### src/rtl/microsequencer_pkg.sv
// Shared widths, microword field positions, opcodes, entry offsets and FSM
// encoding for the microsequencer and its dispatch ROM.
package microsequencer_pkg;

    localparam int OFFSET_WIDTH = 6;
    localparam int MCROM_WIDTH  = 16;
    localparam int OPCODE_WIDTH = 6;
    localparam int CNT_WIDTH    = 16;

    localparam int SEQ_SEL_BIT = MCROM_WIDTH - 1;
    localparam int NEXT_MSB    = MCROM_WIDTH - 2;
    localparam int NEXT_LSB    = NEXT_MSB - OFFSET_WIDTH + 1;

    localparam logic [OPCODE_WIDTH-1:0] OP_CLR  = 6'h00;
    localparam logic [OPCODE_WIDTH-1:0] OP_LDI  = 6'h01;
    localparam logic [OPCODE_WIDTH-1:0] OP_LD   = 6'h02;
    localparam logic [OPCODE_WIDTH-1:0] OP_ST   = 6'h03;
    localparam logic [OPCODE_WIDTH-1:0] OP_ADD  = 6'h04;
    localparam logic [OPCODE_WIDTH-1:0] OP_INC  = 6'h05;
    localparam logic [OPCODE_WIDTH-1:0] OP_CMPI = 6'h06;
    localparam logic [OPCODE_WIDTH-1:0] OP_CMP  = 6'h07;
    localparam logic [OPCODE_WIDTH-1:0] OP_SUB  = 6'h08;
    localparam logic [OPCODE_WIDTH-1:0] OP_XOR  = 6'h09;
    localparam logic [OPCODE_WIDTH-1:0] OP_NOR  = 6'h0a;
    localparam logic [OPCODE_WIDTH-1:0] OP_NAND = 6'h0b;
    localparam logic [OPCODE_WIDTH-1:0] OP_ADDI = 6'h0c;
    localparam logic [OPCODE_WIDTH-1:0] OP_NOT  = 6'h0d;
    localparam logic [OPCODE_WIDTH-1:0] OP_SRA  = 6'h0e;
    localparam logic [OPCODE_WIDTH-1:0] OP_SLA  = 6'h0f;
    localparam logic [OPCODE_WIDTH-1:0] OP_HLT  = 6'h3f;
    // Conditional branches occupy 0x20-0x27; low three bits pick the condition.
    localparam logic [2:0] OP_BR_HI = 3'b100;

    localparam logic [OFFSET_WIDTH-1:0] OFF_FETCH    = 6'h00;
    localparam logic [OFFSET_WIDTH-1:0] OFF_DECODE   = 6'h01;
    localparam logic [OFFSET_WIDTH-1:0] OFF_BR_TAKEN = 6'h0e;
    localparam logic [OFFSET_WIDTH-1:0] OFF_BR_NOT   = 6'h0f;
    localparam logic [OFFSET_WIDTH-1:0] OFF_HALT     = 6'h3f;

    typedef enum logic [1:0] {
        ST_STOP = 2'd0,
        ST_RUN  = 2'd1,
        ST_STEP = 2'd2,
        ST_HALT = 2'd3
    } seq_state_t;

    // flags = {V,C,N,Z}
    function automatic logic cond_true(input logic [2:0] cc, input logic [3:0] flags);
        case (cc)
            3'd0:    return 1'b1;
            3'd1:    return flags[0];
            3'd2:    return !flags[0];
            3'd3:    return flags[1];
            3'd4:    return !flags[1];
            3'd5:    return flags[2];
            3'd6:    return !flags[2];
            default: return flags[3];
        endcase
    endfunction

endpackage

### src/rtl/microsequencer_if.sv
// Sequencer-side bundle: ROM word and decode inputs in, ROM address and
// control/status out. master = surrounding CPU/ROM, slave = sequencer.
interface microsequencer_if;
    import microsequencer_pkg::*;

    logic [MCROM_WIDTH-1:0]  mc_word;
    logic [OPCODE_WIDTH-1:0] opcode;
    logic [3:0]              flags;
    logic                    run;
    logic                    step_req;
    logic [OFFSET_WIDTH-1:0] offset;
    logic                    uop_valid;
    logic                    instr_retired;
    logic                    step_ack;
    logic                    halted;
    logic [CNT_WIDTH-1:0]    retired_count;
    seq_state_t              state;

    // Handshake: step_req is a one-cycle request sampled only in STOP;
    // step_ack is a one-cycle completion pulse, never asserted for a step
    // that lost to run or ended in HALT.
    modport master (
        output mc_word, opcode, flags, run, step_req,
        input  offset, uop_valid, instr_retired, step_ack, halted, retired_count, state
    );

    modport slave (
        input  mc_word, opcode, flags, run, step_req,
        output offset, uop_valid, instr_retired, step_ack, halted, retired_count, state
    );

endinterface

### src/rtl/microsequencer_dispatch_rom.sv
// Combinational opcode+flags to microcode entry offset map used at decode.
module microsequencer_dispatch_rom
    import microsequencer_pkg::*;
(
    input  logic [OPCODE_WIDTH-1:0] opcode,
    input  logic [3:0]              flags,
    output logic [OFFSET_WIDTH-1:0] target
);

    always_comb begin
        target = OFF_HALT;
        if (opcode[5:3] == OP_BR_HI) begin
            target = cond_true(opcode[2:0], flags) ? OFF_BR_TAKEN : OFF_BR_NOT;
        end else begin
            case (opcode)
                OP_CLR:  target = 6'h02;
                OP_LDI:  target = 6'h03;
                OP_LD:   target = 6'h04;
                OP_ST:   target = 6'h08;
                OP_ADD:  target = 6'h0a;
                OP_INC:  target = 6'h10;
                OP_CMPI: target = 6'h11;
                OP_CMP:  target = 6'h12;
                OP_SUB:  target = 6'h16;
                OP_XOR:  target = 6'h1a;
                OP_NOR:  target = 6'h1e;
                OP_NAND: target = 6'h22;
                OP_ADDI: target = 6'h26;
                OP_NOT:  target = 6'h27;
                OP_SRA:  target = 6'h28;
                OP_SLA:  target = 6'h29;
                // HLT and every unassigned opcode land on the halt word
                default: target = OFF_HALT;
            endcase
        end
    end

endmodule

### src/rtl/microsequencer.sv
// Microcode address sequencer: next-address mux, run/stop/step/halt FSM and
// retired-instruction counter.
module microsequencer
    import microsequencer_pkg::*;
(
    input  logic            clk,
    input  logic            rst_n,
    microsequencer_if.slave bus
);

    seq_state_t              state;
    logic [OFFSET_WIDTH-1:0] cur_offset;
    logic [CNT_WIDTH-1:0]    count;
    logic                    step_ack_q;

    logic                    seq_sel;
    logic [OFFSET_WIDTH-1:0] next_field;
    logic [OFFSET_WIDTH-1:0] dispatch_target;
    logic [OFFSET_WIDTH-1:0] next_offset;
    logic [OFFSET_WIDTH-1:0] offset;
    logic                    stop_boundary;
    logic                    advance;
    logic                    retire;
    logic                    to_halt;

    assign seq_sel    = bus.mc_word[SEQ_SEL_BIT];
    assign next_field = bus.mc_word[NEXT_MSB:NEXT_LSB];

    microsequencer_dispatch_rom u_dispatch (
        .opcode (bus.opcode),
        .flags  (bus.flags),
        .target (dispatch_target)
    );

    always_comb begin
        next_offset   = seq_sel ? next_field : dispatch_target;
        // RUN only stops on a fetch word, so a started instruction always finishes
        stop_boundary = (state == ST_RUN) && (cur_offset == OFF_FETCH) && !bus.run;
        advance       = rst_n && (((state == ST_RUN) && !stop_boundary) || (state == ST_STEP));
        retire        = advance && seq_sel && (next_field == OFF_FETCH);
        to_halt       = advance && (next_offset == OFF_HALT);
        if (!rst_n) begin
            offset = OFF_FETCH;
        end else if (state == ST_HALT) begin
            offset = OFF_HALT;
        end else if (advance) begin
            offset = next_offset;
        end else begin
            offset = cur_offset;
        end
    end

    always_ff @(posedge clk) begin
        if (!rst_n) begin
            state      <= ST_STOP;
            cur_offset <= OFF_FETCH;
            count      <= '0;
            step_ack_q <= 1'b0;
        end else begin
            cur_offset <= offset;
            step_ack_q <= 1'b0;
            if (retire) begin
                count <= count + 1'b1;
            end
            case (state)
                ST_STOP: begin
                    if (bus.run) begin
                        state <= ST_RUN;
                    end else if (bus.step_req) begin
                        state <= ST_STEP;
                    end
                end
                ST_RUN: begin
                    if (stop_boundary) begin
                        state <= ST_STOP;
                    end else if (to_halt) begin
                        state <= ST_HALT;
                    end
                end
                ST_STEP: begin
                    if (to_halt) begin
                        state <= ST_HALT;
                    end else if (retire) begin
                        state      <= ST_STOP;
                        step_ack_q <= 1'b1;
                    end
                end
                default: state <= ST_HALT;
            endcase
        end
    end

    assign bus.offset        = offset;
    assign bus.uop_valid     = advance;
    assign bus.instr_retired = retire;
    assign bus.step_ack      = rst_n && step_ack_q;
    assign bus.halted        = rst_n && (state == ST_HALT);
    assign bus.retired_count = count;
    assign bus.state         = state;

endmodule

### src/flat_wrapper.sv
// flat-port wrapper written by rule: the top's interface ports become plain ports
module microsequencer_flat import microsequencer_pkg::*;
  (clk, rst_n, bus_mc_word, bus_opcode, bus_flags, bus_run, bus_step_req, bus_offset, bus_uop_valid, bus_instr_retired, bus_step_ack, bus_halted, bus_retired_count, bus_state);
  microsequencer_if bus_i ();
  input  logic clk;
  input  logic rst_n;
  input wire logic [$bits(bus_i.mc_word)-1:0] bus_mc_word;
  input wire logic [$bits(bus_i.opcode)-1:0] bus_opcode;
  input wire logic [$bits(bus_i.flags)-1:0] bus_flags;
  input wire logic [$bits(bus_i.run)-1:0] bus_run;
  input wire logic [$bits(bus_i.step_req)-1:0] bus_step_req;
  output wire logic [$bits(bus_i.offset)-1:0] bus_offset;
  output wire logic [$bits(bus_i.uop_valid)-1:0] bus_uop_valid;
  output wire logic [$bits(bus_i.instr_retired)-1:0] bus_instr_retired;
  output wire logic [$bits(bus_i.step_ack)-1:0] bus_step_ack;
  output wire logic [$bits(bus_i.halted)-1:0] bus_halted;
  output wire logic [$bits(bus_i.retired_count)-1:0] bus_retired_count;
  output wire logic [$bits(bus_i.state)-1:0] bus_state;
  assign bus_i.mc_word = bus_mc_word;
  assign bus_i.opcode = bus_opcode;
  assign bus_i.flags = bus_flags;
  assign bus_i.run = bus_run;
  assign bus_i.step_req = bus_step_req;
  assign bus_offset = bus_i.offset;
  assign bus_uop_valid = bus_i.uop_valid;
  assign bus_instr_retired = bus_i.instr_retired;
  assign bus_step_ack = bus_i.step_ack;
  assign bus_halted = bus_i.halted;
  assign bus_retired_count = bus_i.retired_count;
  assign bus_state = bus_i.state;
  microsequencer u_core (.clk(clk), .rst_n(rst_n), .bus(bus_i));
endmodule
### config.mk
export PLATFORM = sky130hd
export DESIGN_NAME = microsequencer_flat
export DESIGN_NICKNAME = d
export VERILOG_FILES = /design/src/rtl/microsequencer_pkg.sv /design/src/rtl/microsequencer_if.sv /design/src/rtl/microsequencer_dispatch_rom.sv /design/src/rtl/microsequencer.sv /design/src/flat_wrapper.sv
export SDC_FILE = /design/constraint.sdc
export NUM_CORES = 1
export LEC_CHECK = 0
export BUFFER_PORTS_ARGS = -buffer_cell sky130_fd_sc_hd__buf_2
export CAP_MARGIN = 15
export CORE_UTILIZATION = 38
export DETAILED_ROUTE_END_ITERATION = 8
export HOLD_SLACK_MARGIN = 0.02
export PLACE_DENSITY = 0.6
export SLEW_MARGIN = 20
export SYNTH_ARGS = -nofsm -noshare
export SYNTH_HDL_FRONTEND = slang
export SYNTH_HIERARCHICAL = 1
export SYNTH_SLANG_ARGS = --single-unit
### constraint.sdc
create_clock -name clk -period 2.25 [get_ports clk]
set_input_delay 0 -clock clk [delete_from_list [all_inputs] [get_ports clk]]
set_output_delay 0 -clock clk [all_outputs]
set_load 0.005 [all_outputs]
==> impl_metrics.ini, run 1 <==
[logic_synthesis]
synth.cell_area_um2 = 1770
synth_nets = 248
synthTopCellsByArea = dfxtp_1, a21oi_1, ha_1, nand2_1, mux2i_1
yosysMostFrequentCell = dfxtp_1
ys_ff_latch = 25
synth_common_cells = dfxtp_1, nand2_1, a21oi_1
synth.distinct_cells = 46
ys_seq_area_share_pct = 28.2
synthFlopType = dfxtp_1
synth_area_per_cell_um2 = 8.40
synth_edf_count = 0
netlist.area_leader.share_pct = 28.2
async_reset_ff_share_pct = 0
yosysTopAreaCell = dfxtp_1
postSynthCellCount = 211
yosysWarnings = 6

[cts]
clkTransAtPathRegs_ns = 0.09
cts_buffers = 3
post_cts_resized = 0
clk_latency_ns = 0.27
cts_hold_buf = 0
cts-root-buf = clkbuf_8
cts_sinks = 25
cts_max_path_buffers = 2
postCtsSetupRepairBufs = 0
cts_htree_levels = 1
tritoncts = yes

[sta]
hold_violations = 0
rsz0062_at_grt = false
finalSetupViolations = 0
clock.fmax_mhz = 481
fin_crit_ns = 2.08
setup_tns_ns = 0
finClkSkew_ns = 0.00466
drv_slew = 0
tightest_slew_ns = 0.553
slew_headroom_pct = 63.1
holdWs_ns = 0.178
timing.final.crit_share_pct = 92.4

[power_and_ir_drop]
vdd_drop_max_mv = 0.252
p_per_area_nw_per_um2 = 521
p_leak_nw = 0.821

[grt]
grt_pass1_vias = 1621
grt_usage_pct = 17.9
grt_pass1_wl_um = 7320
overflow = 0
met1_usage_pct = 24.2
grt_use_met2_pct = 27.4
antenna_found_initial = 0
use_met3_pct = 3.61
grt_busiest_layer = met2
grt_max_degree = 29

[worst_setup_path]
startpoint_type = flop
worstPathArrival_ns = 2.08
end_kind = primary output
rr_worst_depth = 4
cp.required_ns = 2.25
crit_fanout = 12
worstSetupPathType = flop to primary output

[placement]
io_buffers = 48
post-dp-hpwl_um = 3100
place_inst = 300
place_congestion = 0.795

[job]
cap_viol_max_count = 0

[floorplan]
rows = 24
design.die.area_um2 = 4940
io_pins = 58
fp.coreArea_um2 = 4410
initial_utilization_pct = 40.2
chipHeight_um = 70.3
die_w_um = 70.3

[min_path]
hold_class = input port to flop
hold_depth = 4

[finish]
fin_nets = 290
syn_to_final_growth_pct = 16.6
fillCellCount = 449
drive_gt1_share_pct = 25.8
antenna_cells = 0
fin_cells = 304

[detailed_routing]
drt_iter0_markers = 132
vias_per_cell = 5.78
drt_pass1_iterations = 4
via_count = 1756
ant_nets = 0
routed_wl_um = 4300
wire_per_inst_um = 14.1
drc = 0

[status]
status = finished clean
==> sequential cells by signal, indices dropped and copies added (netlist names) <==
register,cells
u_core/bus.retired_count,16
u_core/bus.state,2
u_core/cur_offset,6
u_core/step_ack_q,1
==> report_power, final <==
part           leakage (nW)  internal, mW  total [mW]  switching, mW
registers             0.203         0.467       0.495         0.0279
clock network        0.0217         0.126       0.285          0.159
logic                 0.596         0.122       0.298          0.176
total                 0.821         0.715        1.08          0.363
==> stage by stage <==
step | utilization [%] | cell area, µm² | setup WS (ns) | power, mW
floorplan | - | 1770 | 0.521 | 0.728
global placement | 45.7 | 2020 | 0.241 | 0.800
detailed placement | 45.7 | 2020 | 0.244 | 0.801
CTS | 46.8 | 2070 | 0.205 | 1.08
global route | 46.8 | 2070 | 0.0326 | 1.15
finish | 46.8 | 2070 | 0.171 | 1.08
==> worst paths after layout <==
path,from,end,slack [ns]
max reg2reg,u_core/bus.state[0],u_core/cur_offset[1],0.45
min,bus_run,u_core/bus.state[1],0.18
max,u_core/bus.state[0],bus_offset[1],0.17
min reg2reg,u_core/bus.retired_count[15],u_core/bus.retired_count[15],0.47
==> cells by family after synthesis <==
kind of cell	share of synthesized area [%]
flops	28.2
fa+ha+maj	4.94
xor+xnor	0.494
compound gates	22.2
mux	10.4
buf+inv	5.50
simple gates	28.2
==> cell usage in the layout, fill, tap and decap left out, types with 3 or more instances in the layout <==
cell type  instances
or4b_1             4
inv_1              6
o21ai_0            7
dfxtp_1           25
nand2b_1           9
or4_1              7
nand3_1            5
nor3_1             3
mux2i_1            8
clkbuf_8           3
a31oi_1            9
o31ai_1            9
and3_1             4
mux2_2             6
a21oi_1           19
o41ai_1            4
nor4b_1            3
ha_1               7
nor2_1             8
buf_2             48
nand4_1            4
nand2_1           23
==> layout make-up <==
cell class              count  area (µm²)  area share [%]
clock buffers               3        41.3            2.00
clock inverters             1        7.51           0.363
inverters                   6        22.5            1.09
multi-input cells         167        1170            56.8
flip-flops and latches     25         500            24.2
well taps                  52        65.1            3.15
repair buffers             50         255            12.3
==> worst max-delay path, cell delays in order, from the launching register on <==
cell and delay (ns):
dfxtp_1 0.56, nand2b_1 0.23, a21oi_1 0.50, mux2i_1 0.29, a21oi_1 0.09, buf_2 0.14
==> layer usage <==
metal	wire length (µm)	vias to the layer above
met1	2100	820
met5	0	-
li1	-	886
met2	1910	43
met4	67	0
met3	230	7
No activity file was read; power rests on OpenSTA's default activity.
==> run 2, diff against run 1 <==
CORE_UTILIZATION = 25   (was 38)
PLACE_DENSITY = 0.42   (was 0.6)
clock period = 2.4 ns   (was 2.25 ns; I/O delays follow)
==> impl_metrics.ini, run 2 (synthesis gave the netlist of run 1 again) <==
[finish]
drive_gt1_share_pct = 25.5
layout_common_cells = buf_2, dfxtp_1, nand2_1, a21oi_1
final_util_pct = 31.0
regArea_um2 = 500
syn_to_final_growth_pct = 19.3
fillCellCount = 773
final_common_cell = buf_2
antenna_cells = 0
fin_nets = 289
multi_input_area_um2 = 1170
largest_reg_flops = 16

[min_path]
hold_class = input port to flop
hold_depth = 4

[detailed_routing]
drc = 0
wire_per_inst_um = 13.8
drt_iter0_markers = 90
drt_pass1_iterations = 4
ant_nets = 0
routed_wl_um = 4780
via_count = 1713
vias_per_cell = 4.94

[cts]
tritoncts = yes
clkTransAtPathRegs_ns = 0.10
cts_max_path_buffers = 2
postCtsSetupRepairBufs = 0
cts_sinks = 25
cts_hold_buf = 0
cts_buffers = 3
clk_latency_ns = 0.28
cts_htree_levels = 1
post_cts_resized = 0
cts-root-buf = clkbuf_8

[grt]
overflow = 0
grt_pass1_vias = 1587
grt_usage_pct = 13.5
grt_pass1_wl_um = 8000
grt_max_degree = 29
antenna_found_initial = 0

[floorplan]
rows = 30
io_pins = 58
fp.coreArea_um2 = 6830
die_w_um = 86.2
chipHeight_um = 86.2
design.die.area_um2 = 7430
initial_utilization_pct = 26.0

[worst_setup_path]
startpoint_type = flop
crit_fanout = 12
cp.required_ns = 2.40
slowest_stage = dfxtp_1
crit_top_cell = a21oi_1
rr_worst_depth = 4
worstSetupPathType = flop to primary output
end_kind = primary output
slowest_delay_ns = 0.55
cp_cell_sequence = nand2b_1 -> a21oi_1 -> mux2i_1 -> a21oi_1 -> buf_2
worstPathArrival_ns = 2.07

[sta]
timing.final.crit_share_pct = 86.0
tightest_slew_ns = 0.560
drv_slew = 0
finClkSkew_ns = 0.0156
clock.fmax_mhz = 484
setup_tns_ns = 0
slew_headroom_pct = 62.7
fin_crit_ns = 2.07
finalSetupViolations = 0
rsz0062_at_grt = false
hold_violations = 0

[placement]
io_buffers = 48
post-dp-hpwl_um = 3580
place_congestion = 0.744

[power_and_ir_drop]
vdd_drop_max_mv = 0.130
p_per_area_nw_per_um2 = 480
p_leak_nw = 0.817

[status]
status = finished clean

[job]
cap_viol_max_count = 0
-- run 2: final timing paths --
| check | to | slack (ns) | startpoint |
|---|---|---|---|
| worst max-delay path | bus_offset[1] | 0.33 | u_core/bus.state[0] |
| worst min-delay path | u_core/bus.retired_count[13] | 0.19 | rst_n |
| worst max register to register | u_core/bus.retired_count[10] | 0.57 | u_core/bus.retired_count[0] |
| worst min register to register | u_core/bus.retired_count[15] | 0.49 | u_core/bus.retired_count[15] |
-- run 2: cell type report --
cell class	instances	share of cell area (%)
Timing Repair Buffer	49	11.7
Clock inverter	1	0.355
Inverter	6	1.07
Sequential cell	25	23.7
Tap cell	96	5.68
Multi-Input combinational cell	167	55.6
Clock buffer	3	1.95
-- run 2: stage by stage --
| stage | instances | hold WS (ns) | worst slack, ns | power [mW] | area (µm²) |
|---|---|---|---|---|---|
| 4_1_cts | 347 | 0.190 | 0.312 | 1.03 | 2110 |
| 3_3_place_gp | 343 | 0.433 | 0.356 | 0.762 | 2070 |
| 6_report | 347 | 0.192 | 0.335 | 1.01 | 2110 |
| 5_1_grt | 347 | 0.203 | 0.144 | 1.09 | 2110 |
| 3_5_place_dp | 343 | 0.435 | 0.348 | 0.761 | 2070 |
| 2_1_floorplan | 211 | 0.284 | 0.671 | 0.682 | 1770 |
-- run 2: worst max-delay path, delay by kind of cell, from the launching register on --
family	cells	cell delay [ns]
compound gates	2	0.59
flops	1	0.55
mux	1	0.29
simple gates	1	0.23
buf+inv	1	0.14
-- run 2: metal layers --
layer  vias to the layer above  global-route usage (%)  part of all wire, %
li1                        884                       -                    -
met1                       792                    18.7                   49
met2                        35                    21.4                   46
met3                         2                    2.10                  4.1
met4                         0                    4.39                 0.77
met5                         -                       0                    0
-- run 2: where the power goes --
part	leakage (nW)	switching (mW)	internal (mW)
clock	0.0217	0.148	0.118
combinational	0.592	0.170	0.115
sequential	0.203	0.0265	0.438
